$ cat src/rtl/comp_out_misr.sv
// comp_out_misr: compresses a stream of comparator result words into a MISR
// signature. A run skips PIPE_LAT cycles so the upstream pipeline can flush,
// then captures num_cycles words, then holds the result in DONE.
// Optional max tracker: define COMP_OUT_MISR_MAXTRACK_EN so that max_comp
// reports the largest word captured in the run. Without it, max_comp is 0.
// The feedback taps (x^32+x^22+x^2+x+1) assume SIG_WIDTH >= 22.
module comp_out_misr #(
    parameter int IN_WIDTH  = 10,
    parameter int SIG_WIDTH = 32,
    parameter int CNT_WIDTH = 16,
    parameter int PIPE_LAT  = 2
) (
    input  logic                 clk,
    input  logic                 reset,
    input  logic                 start,
    input  logic [CNT_WIDTH-1:0] num_cycles,
    input  logic [IN_WIDTH-1:0]  comp_out,
    output logic                 busy,
    output logic                 done,
    output logic [SIG_WIDTH-1:0] signature,
    output logic [IN_WIDTH-1:0]  max_comp
);

    typedef enum logic [1:0] {
        S_IDLE = 2'd0,
        S_SKIP = 2'd1,
        S_RUN  = 2'd2,
        S_DONE = 2'd3
    } state_t;

    // The skip counter is loaded with PIPE_LAT-1 and counts down to zero.
    localparam int SKIP_W    = (PIPE_LAT > 1) ? $clog2(PIPE_LAT) : 1;
    localparam int SKIP_LOAD = (PIPE_LAT > 0) ? PIPE_LAT - 1 : 0;

    state_t                 state_q, state_d;
    logic [CNT_WIDTH-1:0]   cnt_q, cnt_d;
    logic [SKIP_W-1:0]      skip_q, skip_d;
    logic [SIG_WIDTH-1:0]   sig_q, sig_d;
    logic [SIG_WIDTH-1:0]   sig_cap;
    logic                   fb;

    assign fb = sig_q[SIG_WIDTH-1] ^ sig_q[21] ^ sig_q[1] ^ sig_q[0];

    // Next MISR value for one capture: shift in feedback, XOR the
    // zero-extended input word into the low bits.
    for (genvar gi = 0; gi < SIG_WIDTH; gi++) begin : g_cap
        if (gi < IN_WIDTH) begin : g_in
            if (gi == 0) begin : g_lsb
                assign sig_cap[gi] = fb ^ comp_out[gi];
            end else begin : g_mid
                assign sig_cap[gi] = sig_q[gi-1] ^ comp_out[gi];
            end
        end else begin : g_hi
            assign sig_cap[gi] = sig_q[gi-1];
        end
    end

    // Next-state, counter and signature logic for the run sequencer.
    always_comb begin
        state_d = state_q;
        cnt_d   = cnt_q;
        skip_d  = skip_q;
        sig_d   = sig_q;
        busy    = 1'b0;
        done    = 1'b0;
        case (state_q)
            S_IDLE, S_DONE: begin
                done = (state_q == S_DONE);
                if (start) begin
                    sig_d  = SIG_WIDTH'(1);
                    cnt_d  = num_cycles;
                    skip_d = SKIP_W'(SKIP_LOAD);
                    if (PIPE_LAT > 0) begin
                        state_d = S_SKIP;
                    end else if (num_cycles == '0) begin
                        state_d = S_DONE;
                    end else begin
                        state_d = S_RUN;
                    end
                end
            end
            S_SKIP: begin
                busy = 1'b1;
                if (skip_q == '0) begin
                    state_d = (cnt_q == '0) ? S_DONE : S_RUN;
                end else begin
                    skip_d = skip_q - 1'b1;
                end
            end
            S_RUN: begin
                busy  = 1'b1;
                sig_d = sig_cap;
                cnt_d = cnt_q - 1'b1;
                if (cnt_q == CNT_WIDTH'(1)) begin
                    state_d = S_DONE;
                end
            end
            default: begin
                state_d = S_IDLE;
            end
        endcase
    end

    // State registers; reset wins over any start request.
    always_ff @(posedge clk) begin
        if (reset) begin
            state_q <= S_IDLE;
            cnt_q   <= '0;
            skip_q  <= '0;
            sig_q   <= '0;
        end else begin
            state_q <= state_d;
            cnt_q   <= cnt_d;
            skip_q  <= skip_d;
            sig_q   <= sig_d;
        end
    end

    assign signature = sig_q;

`ifdef COMP_OUT_MISR_MAXTRACK_EN
    logic [IN_WIDTH-1:0] max_q, max_d;
    logic                start_run;
    logic                capture;

    assign start_run = start && ((state_q == S_IDLE) || (state_q == S_DONE));
    assign capture   = (state_q == S_RUN);

    // Running unsigned maximum of the words captured in the current run.
    always_comb begin
        max_d = max_q;
        if (start_run) begin
            max_d = '0;
        end else if (capture && (comp_out > max_q)) begin
            max_d = comp_out;
        end
    end

    // Max tracker register.
    always_ff @(posedge clk) begin
        if (reset) begin
            max_q <= '0;
        end else begin
            max_q <= max_d;
        end
    end

    assign max_comp = max_q;
`else
    assign max_comp = '0;
`endif

endmodule

$ cat config.mk
export PLATFORM = sky130hd
export DESIGN_NAME = comp_out_misr
export DESIGN_NICKNAME = d
export VERILOG_FILES = /design/src/rtl/comp_out_misr.sv
export SDC_FILE = /design/constraint.sdc
export NUM_CORES = 1
export LEC_CHECK = 0
export CORE_MARGIN = 2
export CORE_UTILIZATION = 49
export DETAILED_ROUTE_END_ITERATION = 10
export PLACE_DENSITY = 0.82
export SLEW_MARGIN = 20
export SYNTH_ARGS = -nofsm -noshare
export SYNTH_HDL_FRONTEND = slang
export SYNTH_SLANG_ARGS = --single-unit
$ cat constraint.sdc
create_clock -name clk -period 2.93 [get_ports clk]
set_clock_uncertainty 0.05 [all_clocks]
set_input_delay 0.586 -clock clk [delete_from_list [all_inputs] [get_ports clk]]
set_output_delay 0.586 -clock clk [all_outputs]
set_load 0.03 [all_outputs]
# Word level (Yosys, flattened, before mapping)
# Index checks and enable logic that the tools add are counted.
# word_totals
register_bits	51
latchBits	0
mem_bits_rw	0
mem_bits_ro	0
inputBits	29
out_inout_bits	44
elab_cells	49
memories	0
# classes
addsub	2
mul	0
div	0
n_lt_le_gt_ge	0
n_eq_ne	7
n_shift	0
n_mux	14
bitwise	13
n_reduce_logical	9
# op_table
op	count
case mux 32 bit (2 select lines)	1
two-way mux 32 bit	1
case mux 16 bit (2 select lines)	1
== test 16 x 1 -> 1 bit (second input constant)	1
zero test 16 bit	1
two-way mux 16 bit	1
subtractor 16 x 1 -> 16 bit (second input constant)	1
bitwise XOR 1 bit	13
two-way mux 2 bit	3
!= test 2 bit (second input constant)	3
case mux 2 bit (3 select lines)	1
two-way mux 1 bit	5
== test 2 bit (second input constant)	2
AND reduction 2 bit	2
nonzero test 2 bit	2
OR reduction 2 bit	2
AND reduction 3 bit	1
== test 2 x 1 -> 1 bit (second input constant)	1
zero test 2 bit	1
case mux 1 bit (2 select lines)	1
subtractor 1 bit (second input constant)	1

# Longest topological paths before layout
# Gate-level depths: netlist of the first run.
# logic_depth
depth_word	5
depth_mapped	9

# Least setup slack after synthesis of the first run
# No wires, ideal clock.
# synth_timing
path_kind	register to register
startpoint	reg state_q[0]
endpoint	reg cnt_q[3]
setup_time_ns	0.128
arrival_time_ns	1.829
t_required_ns	2.752
path_slack_ns	0.923
stages_incl_launch_ff	9
path_buffers	2
synth_period_minus_slack_ns	2.007
cell_sequence	dfxtp_1 -> inv_1 -> ha_1 -> buf_2 -> mux2i_1 -> clkbuf_1 -> a21oi_1 -> o22ai_1 -> nor2_1
# synth_between
elab_chain_len	4
# synth_lines
item	line	text
from (decl)	35	state_t state_q, state_d;
from (signal assigned)	112	state_q <= state_d;
== test 2 bit or zero test 2 bit (tied branches)	66	case (state_q)
OR reduction 2 bit	66	
!= test 2 bit (no line) or nonzero test 2 bit (tied branches)	-	
AND reduction 2 bit (no line)	-	
to (signal assigned)	113	cnt_q <= cnt_d;
to (decl)	36	logic [CNT_WIDTH-1:0] cnt_q, cnt_d;
# Several ways; a longest one is shown, not always the timed one.
# A chain may end at the register's enable or synchronous reset.

# Worst setup path in the final report of the first run
# layout_timing
startpoint	reg state_q[0]
endpoint	out busy
# layout_between
elab_chain_len	3
# layout_lines
item	line	text
== test 2 bit or == test 2 x 1 -> 1 bit (tied branches)	66	
OR reduction 2 bit (no line) *	-	
two-way mux 1 bit *	66	
to (decl)	18	output logic busy,
# Mark *: on every way between the ends. The rest lies on a longest branch, timed or not.

==> impl_metrics.toml, run 1 <==
[clocking]
path_clk_slew_ps = 90
clk-insertion-delay-late_ps = 300
cts.path.max_buffers = 2
cts_resized = 0
cts_root_buffer = "clkbuf_8"
cts-buffers-inserted = 5
htree_num_levels = 2
cts_num_sinks = 51
post-cts-setup-buffers = 0
cts_tree = "yes"
hold_buffers = 0

[timing]
setup_violations = 0
tns_ps = 0
fmax_ghz = 0.373
hold_viol_final = 0
worst_slew_pin_slew_ps = 1010
period_share_pct = 91.5
rsz0062_at_grt = "no"
min_period_ps = 2680
drv_slew = 0
slew_headroom_pct = 32.6

[die]
design.core.area_sq_um = 5070
io_pins = 73
initial_core_util_pct = 50.3
die_h_um = 76.2
die_w_um = 76.2
placementRows = 26
dieArea_sq_um = 5800

[synthesis]
avgSynthCellArea_sq_um = 8.45
synth_compound_area_share_pct = 24.5
yosys.area_share.adder_pct = 2.45
synthArstFlopShare_pct = 0
yosys.area.top_type = "dfxtp_1"
yosysTopAreaCellShare_pct = 40.0
post_synth_and_or_nand_nor_area_fraction_pct = 19.6
synthXorXnorAreaFrac_pct = 4.46
synth.distinct_cells = 53
netlist_area_sq_um = 2550
ys_warn_count = 0
netlist_instances = 302
muxShareOfSynthArea_pct = 1.23
ys.flop_type = "dfxtp_1"
synthTopCellsByArea = "dfxtp_1, a22oi_1, nor2_1"
synth_top_family_by_area = "compound AO/OA/AOI/OAI gates"
synth_edf_count = 0
ys_ff_latch = 51
yosysSeqAreaShare_pct = 40.0

[global_route]
grt_max_degree = 57
grt_pass1_wl_mm = 10.3
grt-ovfl-total = 0
antenna_found_initial = 0
grt_use_total_pct = 21.5
grt_pass1_vias = 2242

[finish]
multi_input_area_sq_um = 1380
drive_above_1_share_pct = 4.83
fin_nets = 385
nFillCells = 456
final_util_pct = 64.3
instances_no_fill = 422
area.growth.synth_to_final_pct = 27.9
ff_latch_area_sq_um = 1020
n_antenna_cell = 0
postLayoutCellArea_sq_um = 3260

[placement]
portBuffers = 62
hpwl_mm = 4.28
gp_congestion = 0.901
placed_area_sq_um = 3170
dp.cells = 414

[drt]
via_count = 2384
wl_mm = 6.38
wl_per_cell_um = 15.1
viasPerCell = 5.65
drc = 0
ant_nets = 0
drt-initial-drc-count = 315
dr.pass1.iters = 5

[setup_path]
crit_required_ps = 2290
r2r-start = "state_q[0]$_SDFFE_PP0P_"
crit_fanout = 10
path_cells = "inv_1 -> ha_1 -> inv_1 -> clkdlybuf4s50_1"
crit_start = "state_q[0]$_SDFFE_PP0P_"
end_kind = "primary output"
cp_slowest_cell = "clkdlybuf4s50_1"
slowest_delay_ps = 680
critical_path_class = "reg2out"
critPathMostFrequentCell = "inv_1"
arrival_ps = 2050
cp-start-kind = "register"

[min_path]
min_from = "cnt_q[14]$_SDFFE_PP0P_"
hp-class = "reg2reg"

[run_status]
outcome = "finished clean"

[pwr]
total_power_mw = 2.87
leakage_nw = 1.18
vdd_drop_max_uv = 398
powerDensity_nw_per_um2 = 880

[flow_run]
drv_cap = 0
## placed cells by master, fill, tap and decap left out, types with 3 or more instances in the layout
master           Yosys  layout
nand2b_1             3       3
a211oi_1             4       4
a31oi_1              4       4
o21ai_0              9       9
inv_1                9       9
ha_1                 5       5
a21oi_1             12      12
xnor2_1              3       3
xor2_1              10      10
conb_1               1      10
clkdlybuf4s50_1      0      61
nor2b_1              3       3
nor3_1               3       3
or4_1                3       3
a22oi_1             35      35
o32ai_1              3       3
nor2_1              45      45
nand4_1              5       5
nand3_1              3       3
clkbuf_8             0       5
o211ai_1             5       5
nand2_1             17      17
dfxtp_1             51      51
## worst max-delay path, delay by kind of cell, from the launching register on
| kind | cells | cell delay, ps |
|---|---|---|
| buffers and inverters | 3 | 900 |
| adders and majority gates | 1 | 450 |
| DFF | 1 | 400 |
## synth_stat cells (3+ instances only)
| cell | instances |
|---|---|
| a211oi_1 | 4 |
| a21oi_1 | 12 |
| a22oi_1 | 35 |
| a31oi_1 | 4 |
| buf_2 | 3 |
| buf_4 | 10 |
| clkbuf_1 | 18 |
| dfxtp_1 | 51 |
| ha_1 | 5 |
| inv_1 | 9 |
| nand2_1 | 17 |
| nand2b_1 | 3 |
| nand3_1 | 3 |
| nand4_1 | 5 |
| nor2_1 | 45 |
| nor2b_1 | 3 |
| nor3_1 | 3 |
| o211ai_1 | 5 |
| o21ai_0 | 9 |
| o32ai_1 | 3 |
| or4_1 | 3 |
| xnor2_1 | 3 |
| xor2_1 | 10 |
## power by group
group          switching (mW)  leakage (nW)  internal, mW
Combinational           0.909         0.722         0.571
Sequential              0.157         0.415         0.820
Clock                   0.243        0.0418         0.172
Total                    1.31          1.18          1.56
## metrics by stage
step	hold WS, ps	setup slack, ps
global route	482	145
floorplan	419	923
detailed placement	439	466
CTS	453	233
finish	454	249
global placement	436	534
## logic make-up (layout without fill, tap and decap cells)
logic type,count (synthesis),after routing
adders and majority gates,5,5
xor gates and xnor gates,13,13
muxes,3,3
other,1,10
DFF,51,51
and+or+nand+nor,100,100
buffers and inverters,41,82
AOI/OAI and AO/OA,88,88
## per-layer routing
| metal | share of wire (%) | up-vias | global-route usage (%) | routed length, um |
|---|---|---|---|---|
| met1 | 44 | 1098 | 26.4 | 2820 |
| met4 | 2.2 | 0 | 10.4 | 142 |
| met2 | 47 | 93 | 34.5 | 2990 |
| li1 | - | 1179 | - | - |
| met3 | 6.7 | 14 | 6.52 | 429 |
| met5 | 0 | - | 0 | 0 |
## final cells by class
cell class	instances	share of cell area (%)
clock buffers	6	2.22
clock inverters	2	0.498
inverters	9	1.04
multi-input cells	219	42.3
flip-flops and latches	51	31.3
well taps	70	2.68
repair buffers	65	19.9
## registers in the layout, summed over array words and instances (netlist names)
name       count
state_q        2
signature     32
skip_q         1
cnt_q         16
## path summary, 6_finish.rpt
| path | endpoint | cells past startpoint | slack, ps |
|---|---|---|---|
| setup / recovery | busy | 4 | 250 |
| hold reg to reg | cnt_q[14]$_SDFFE_PP0P_ | 2 | 450 |
| hold / removal | cnt_q[14]$_SDFFE_PP0P_ | 2 | 450 |
| setup reg to reg | cnt_q[13]$_SDFFE_PP0P_ | 6 | 690 |
(Power assumes the default switching activity.)
==> run 2, diff against run 1 <==
--- a/config.mk
+++ b/config.mk
@@ -5,10 +5,11 @@
 export SDC_FILE = /design/constraint.sdc
 export NUM_CORES = 1
 export LEC_CHECK = 0
+export ABC_AREA = 1
 export CORE_MARGIN = 2
 export CORE_UTILIZATION = 49
 export DETAILED_ROUTE_END_ITERATION = 10
-export PLACE_DENSITY = 0.82
+export PLACE_DENSITY = 0.81
 export SLEW_MARGIN = 20
 export SYNTH_ARGS = -nofsm -noshare
 export SYNTH_HDL_FRONTEND = slang
==> constraint.sdc (replaced) <==
create_clock -name clk -period 3.3 [get_ports clk]
set_clock_uncertainty 0.05 [all_clocks]
set_input_delay 0.66 -clock clk [delete_from_list [all_inputs] [get_ports clk]]
set_output_delay 0.66 -clock clk [all_outputs]
set_load 0.03 [all_outputs]
==> run 2 against run 1 <==
  * Synthesized area increased by 3.7%
  * Via count increased by 8.3%
  * Count of clock-buffer cells in the layout unchanged
  * Global-route usage increased by 0.89 points
  * Sequential share of layout area decreased by 0.99 points
  * Total power decreased by 3.3%
  * Critical endpoint unchanged
  * Die area increased by 3.5%
  * Worst setup slack improved by 420 ps
  * Flip-flop and latch count unchanged
==> impl_metrics.toml, run 2 <==
[finish]
largest_reg_flops = 32
n_antenna_cell = 0
nFillCells = 469
final_util_pct = 65.1
fin_nets = 481
area.growth.synth_to_final_pct = 27.4
ff_latch_area_sq_um = 1020
final_cell_mix = "nand2_1, clkdlybuf4s50_1, a21oi_1, dfxtp_1, nor2_1"
drive_above_1_share_pct = 4.91
multi_input_area_sq_um = 1400
postLayoutCellArea_sq_um = 3370
final_common_cell = "nand2_1"

[clocking]
cts.path.max_buffers = 2
cts-buffers-inserted = 5
cts_root_buffer = "clkbuf_8"
cts_num_sinks = 51
clk-insertion-delay-late_ps = 300
cts_tree = "yes"
path_clk_slew_ps = 90
hold_buffers = 0
htree_num_levels = 2
post-cts-setup-buffers = 0
cts_resized = 0

[timing]
setup_violations = 0
drv_slew = 0
tns_ps = 0
min_period_ps = 2630
period_share_pct = 79.8
rsz0062_at_grt = "no"
hold_viol_final = 0
fmax_ghz = 0.380

[setup_path]
crit_fanout = 4
cp-start-kind = "register"
critical_path_class = "reg2out"
cp_slowest_cell = "clkdlybuf4s50_1"
end_kind = "primary output"
rr_worst_depth = 8
worst-path-buf-inv = 3
slowest_delay_ps = 690
arrival_ps = 1920
r2r-start = "state_q[0]$_SDFFE_PP0P_"
reg2reg_to = "cnt_q[4]$_SDFFE_PP0P_"
crit_required_ps = 2590
r2r_slack_ps = 1280
critPathTopFamily = "buffers and inverters"
path_cells = "inv_1 -> ha_1 -> inv_2 -> clkdlybuf4s50_1"

[die]
design.core.area_sq_um = 5170
placementRows = 26
initial_core_util_pct = 51.1
io_pins = 73
die_h_um = 77.5
dieArea_sq_um = 6000
die_w_um = 77.5

[synthesis]
post-synth-top-count-cell = "nand2_1"
yosysTopAreaCellShare_pct = 38.6
avgSynthCellArea_sq_um = 6.76
synth_edf_count = 0
synthTopCellsByArea = "dfxtp_1, nand2_1, a21oi_1"
ys_warn_count = 0
netlist_area_sq_um = 2650
ys.flop_type = "dfxtp_1"
synth.distinct_cells = 27
netlist_instances = 391
yosysSeqAreaShare_pct = 38.6
synthArstFlopShare_pct = 0
ys_ff_latch = 51
ys_top_cells_by_count = "nand2_1, a21oi_1, dfxtp_1"
yosys.area.top_type = "dfxtp_1"

[pwr]
p_comb_share_pct = 53.0
vdd_drop_max_uv = 420
p_int_mw = 1.45
clock_power_share_pct = 16.2
leakage_nw = 1.35
switchingPower_mw = 1.33
swShare_pct = 47.7
seqPwrFrac_pct = 30.8
powerDensity_nw_per_um2 = 825

[run_status]
outcome = "finished clean"

[drt]
via_count = 2582
wl_per_cell_um = 12.5
drc = 0
dr.pass1.iters = 4
wl_mm = 6.45
viasPerCell = 4.98
ant_nets = 0
drt-initial-drc-count = 155

[global_route]
grt_pass1_wl_mm = 11.0
antenna_found_initial = 0
grt_pass1_vias = 2499
grt_use_total_pct = 22.4
grt_max_degree = 47
grt-ovfl-total = 0

[min_path]
min_to = "signature[16]$_SDFFE_PP0P_"
hold_depth = 2
min_from = "signature[16]$_SDFFE_PP0P_"
hp-class = "reg2reg"

[placement]
gp_congestion = 0.917
hpwl_mm = 4.44
placed_area_sq_um = 3250
portBuffers = 62

[flow_run]
drv_cap = 0
==> run 2: worst min-delay path, cell delays in order (launching register included) <==
cell and delay (ps):
dfxtp_1 330, nand2_1 60, a21oi_1 50
==> run 2: area by class of cell <==
cell class	instances	share of cell area (%)
Multi-Input combinational cell	299	41.6
Sequential cell	51	30.3
Timing Repair Buffer	66	19.3
Inverter	24	2.75
Tap cell	70	2.60
Clock buffer	6	2.45
Clock inverter	2	1.04
==> run 2: power groups by stage <==
stage               logic [mW]  clock network [mW]  registers (mW)
global placement          1.43                   0           0.859
global route              1.68               0.485           0.872
CTS                       1.47               0.461           0.851
detailed placement        1.45                   0           0.864
floorplan                 1.18                   0           0.869
finish                    1.47               0.451           0.855
==> run 2: how the worst max path moves through the flow <==
stage | from | cells after the start | to | slack [ps]
after floorplan | state_q[0]$_SDFFE_PP0P_ | 9 | cnt_q[1]$_SDFFE_PP0P_ | 1610
after global placement | state_q[0]$_SDFFE_PP0P_ | 4 | busy | 1030
after detailed placement | state_q[0]$_SDFFE_PP0P_ | 4 | busy | 990
after CTS | state_q[0]$_SDFFE_PP0P_ | 4 | busy | 640
after global routing | state_q[0]$_SDFFE_PP0P_ | 4 | busy | 590
final | state_q[0]$_SDFFE_PP0P_ | 4 | busy | 670
==> run 2: kinds of logic (layout without fill, tap and decap cells) <==
family | Yosys count | after routing | share of synthesized area [%]
AOI/OAI and AO/OA | 73 | 73 | 14.2
xor gates and xnor gates | 11 | 11 | 3.64
adders and majority gates | 5 | 5 | 2.37
buffers and inverters | 50 | 98 | 9.75
DFF | 51 | 51 | 38.6
other | 1 | 10 | 0.142
and+or+nand+nor | 200 | 200 | 31.3
==> run 2: per-layer routing <==
layer	GRT usage, %	wire length (um)	vias to the layer above
met5	0	0	-
li1	-	-	1329
met4	7.68	134	0
met2	40.3	3180	67
met1	25.0	2750	1174
met3	6.51	384	12
==> run 2: metrics by stage <==
stage	setup WS, ps	power, mW	cells	hold WS (ps)
floorplan	1610	2.05	400	407
global placement	1030	2.29	510	415
detailed placement	991	2.32	510	421
CTS	638	2.78	518	438
global route	592	3.04	518	456
finish	666	2.78	518	434
==> run 3, diff against run 2 <==
--- a/config.mk
+++ b/config.mk
@@ -7,9 +7,9 @@
 export LEC_CHECK = 0
 export ABC_AREA = 1
 export CORE_MARGIN = 2
-export CORE_UTILIZATION = 49
+export CORE_UTILIZATION = 48
 export DETAILED_ROUTE_END_ITERATION = 10
-export PLACE_DENSITY = 0.81
+export PLACE_DENSITY = 0.8
 export SLEW_MARGIN = 20
 export SYNTH_ARGS = -nofsm -noshare
 export SYNTH_HDL_FRONTEND = slang
==> constraint.sdc (replaced) <==
create_clock -name clk -period 2.7 [get_ports clk]
set_clock_uncertainty 0.05 [all_clocks]
set_input_delay 0.54 -clock clk [delete_from_list [all_inputs] [get_ports clk]]
set_output_delay 0.54 -clock clk [all_outputs]
set_load 0.03 [all_outputs]
==> run 3 against run 2 <==
  * Cell area decreased by 0.19%
  * Worst setup slack got worse by 480 ps
  * Non-clock buffer count decreased by 1
  * Clock power increased by 24%
  * Via count increased by 0.50%
  * Critical path type unchanged
  * Critical endpoint unchanged
  * Largest power group unchanged
==> impl_metrics.toml, run 3 (synthesis gave the netlist of run 2 again) <==
[finish]
area.growth.synth_to_final_pct = 27.2
final_util_pct = 62.2
final_common_cell = "nand2_1"
n_antenna_cell = 0
drive_above_1_share_pct = 4.70
instances_no_fill = 519
largest_reg_flops = 32
fin_nets = 480
final_cell_mix = "nand2_1, clkdlybuf4s50_1, a21oi_1, dfxtp_1, nor2_1"
nFillCells = 527

[die]
design.core.area_sq_um = 5410
die_w_um = 78.2
die_h_um = 78.2
initial_core_util_pct = 48.9
io_pins = 73
placementRows = 27
dieArea_sq_um = 6120

[clocking]
cts_tree = "yes"
path_clk_slew_ps = 100
htree_num_levels = 2
clk-insertion-delay-late_ps = 310
cts-buffers-inserted = 5
cts_root_buffer = "clkbuf_8"
cts_num_sinks = 51
cts_resized = 0
post-cts-setup-buffers = 0
cts.path.max_buffers = 2
hold_buffers = 0

[drt]
wl_per_cell_um = 12.0
drc = 0
drt-initial-drc-count = 118
via_count = 2595
viasPerCell = 5.00
dr.pass1.iters = 4
wl_mm = 6.22
ant_nets = 0

[setup_path]
end_kind = "primary output"
critical_path_class = "reg2out"
crit_fanout = 4
cp-start-kind = "register"
crit_required_ps = 2110
arrival_ps = 1930

[timing]
hold_viol_final = 0
setup_violations = 0
fmax_ghz = 0.397
holdWs_ps = 432
rsz0062_at_grt = "no"
tns_ps = 0
min_period_ps = 2520
period_share_pct = 93.2
setup_ws_ps = 183
drv_slew = 0

[placement]
hpwl_mm = 4.28
gp_congestion = 0.945
portBuffers = 62
dp.cells = 511
preCtsSetupSlack_ps = 523

[global_route]
grt_pass1_wl_mm = 10.6
grt_pass1_vias = 2399
grt_use_total_pct = 21.2
antenna_found_initial = 0
grt_max_degree = 48
grt-ovfl-total = 0

[pwr]
leakage_nw = 1.34
powerDensity_nw_per_um2 = 1010
vdd_drop_max_uv = 584

[flow_run]
drv_cap = 0

[min_path]
hp-class = "reg2reg"

[run_status]
outcome = "finished clean"
==> run 3: layout make-up <==
type	count	area [sq um]	share of cell area (%)
Clock buffer	5	68.8	2.05
Clock inverter	3	47.5	1.41
Inverter	24	92.6	2.75
Multi-Input combinational cell	299	1400	41.6
Sequential cell	51	1020	30.4
Tap cell	72	90.1	2.68
Timing Repair Buffer	65	643	19.1
==> run 3: per-stage QoR <==
stage               cell area, sq um  power (mW)
finish                          3360        3.39
floorplan                       2680        2.50
global route                    3360        3.68
global placement                3250        2.80
detailed placement              3250        2.83
CTS                             3360        3.40
==> run 3: critical path: stages, from the launching register on <==
cell             delay [ps]
dfxtp_1                 400
inv_1                    60
ha_1                    330
inv_2                   130
clkdlybuf4s50_1         690
==> run 3: path summary, 6_finish.rpt <==
path,startpoint,end,slack [ps],depth (start not counted)
max reg2reg,state_q[0]$_SDFFE_PP0P_,cnt_q[6]$_SDFFE_PP0P_,730,9
max,state_q[0]$_SDFFE_PP0P_,busy,180,4
min reg2reg,signature[11]$_SDFFE_PP0P_,signature[11]$_SDFFE_PP0P_,430,2
min,signature[11]$_SDFFE_PP0P_,signature[11]$_SDFFE_PP0P_,430,2
==> run 3: where the power goes <==
| part | total [mW] | switching [mW] | internal, mW |
|---|---|---|---|
| Combinational | 1.79 | 1.20 | 0.581 |
| Sequential | 1.04 | 0.145 | 0.897 |
| Clock | 0.559 | 0.277 | 0.281 |
| Total | 3.39 | 1.63 | 1.76 |
==> run 3: layer usage <==
metal	share of wire (%)	global-route usage, %	vias up
li1	-	-	1338
met3	8.1	7.13	6
met5	0	0	-
met1	44	26.7	1168
met4	0.88	6.49	0
met2	47	34.3	83
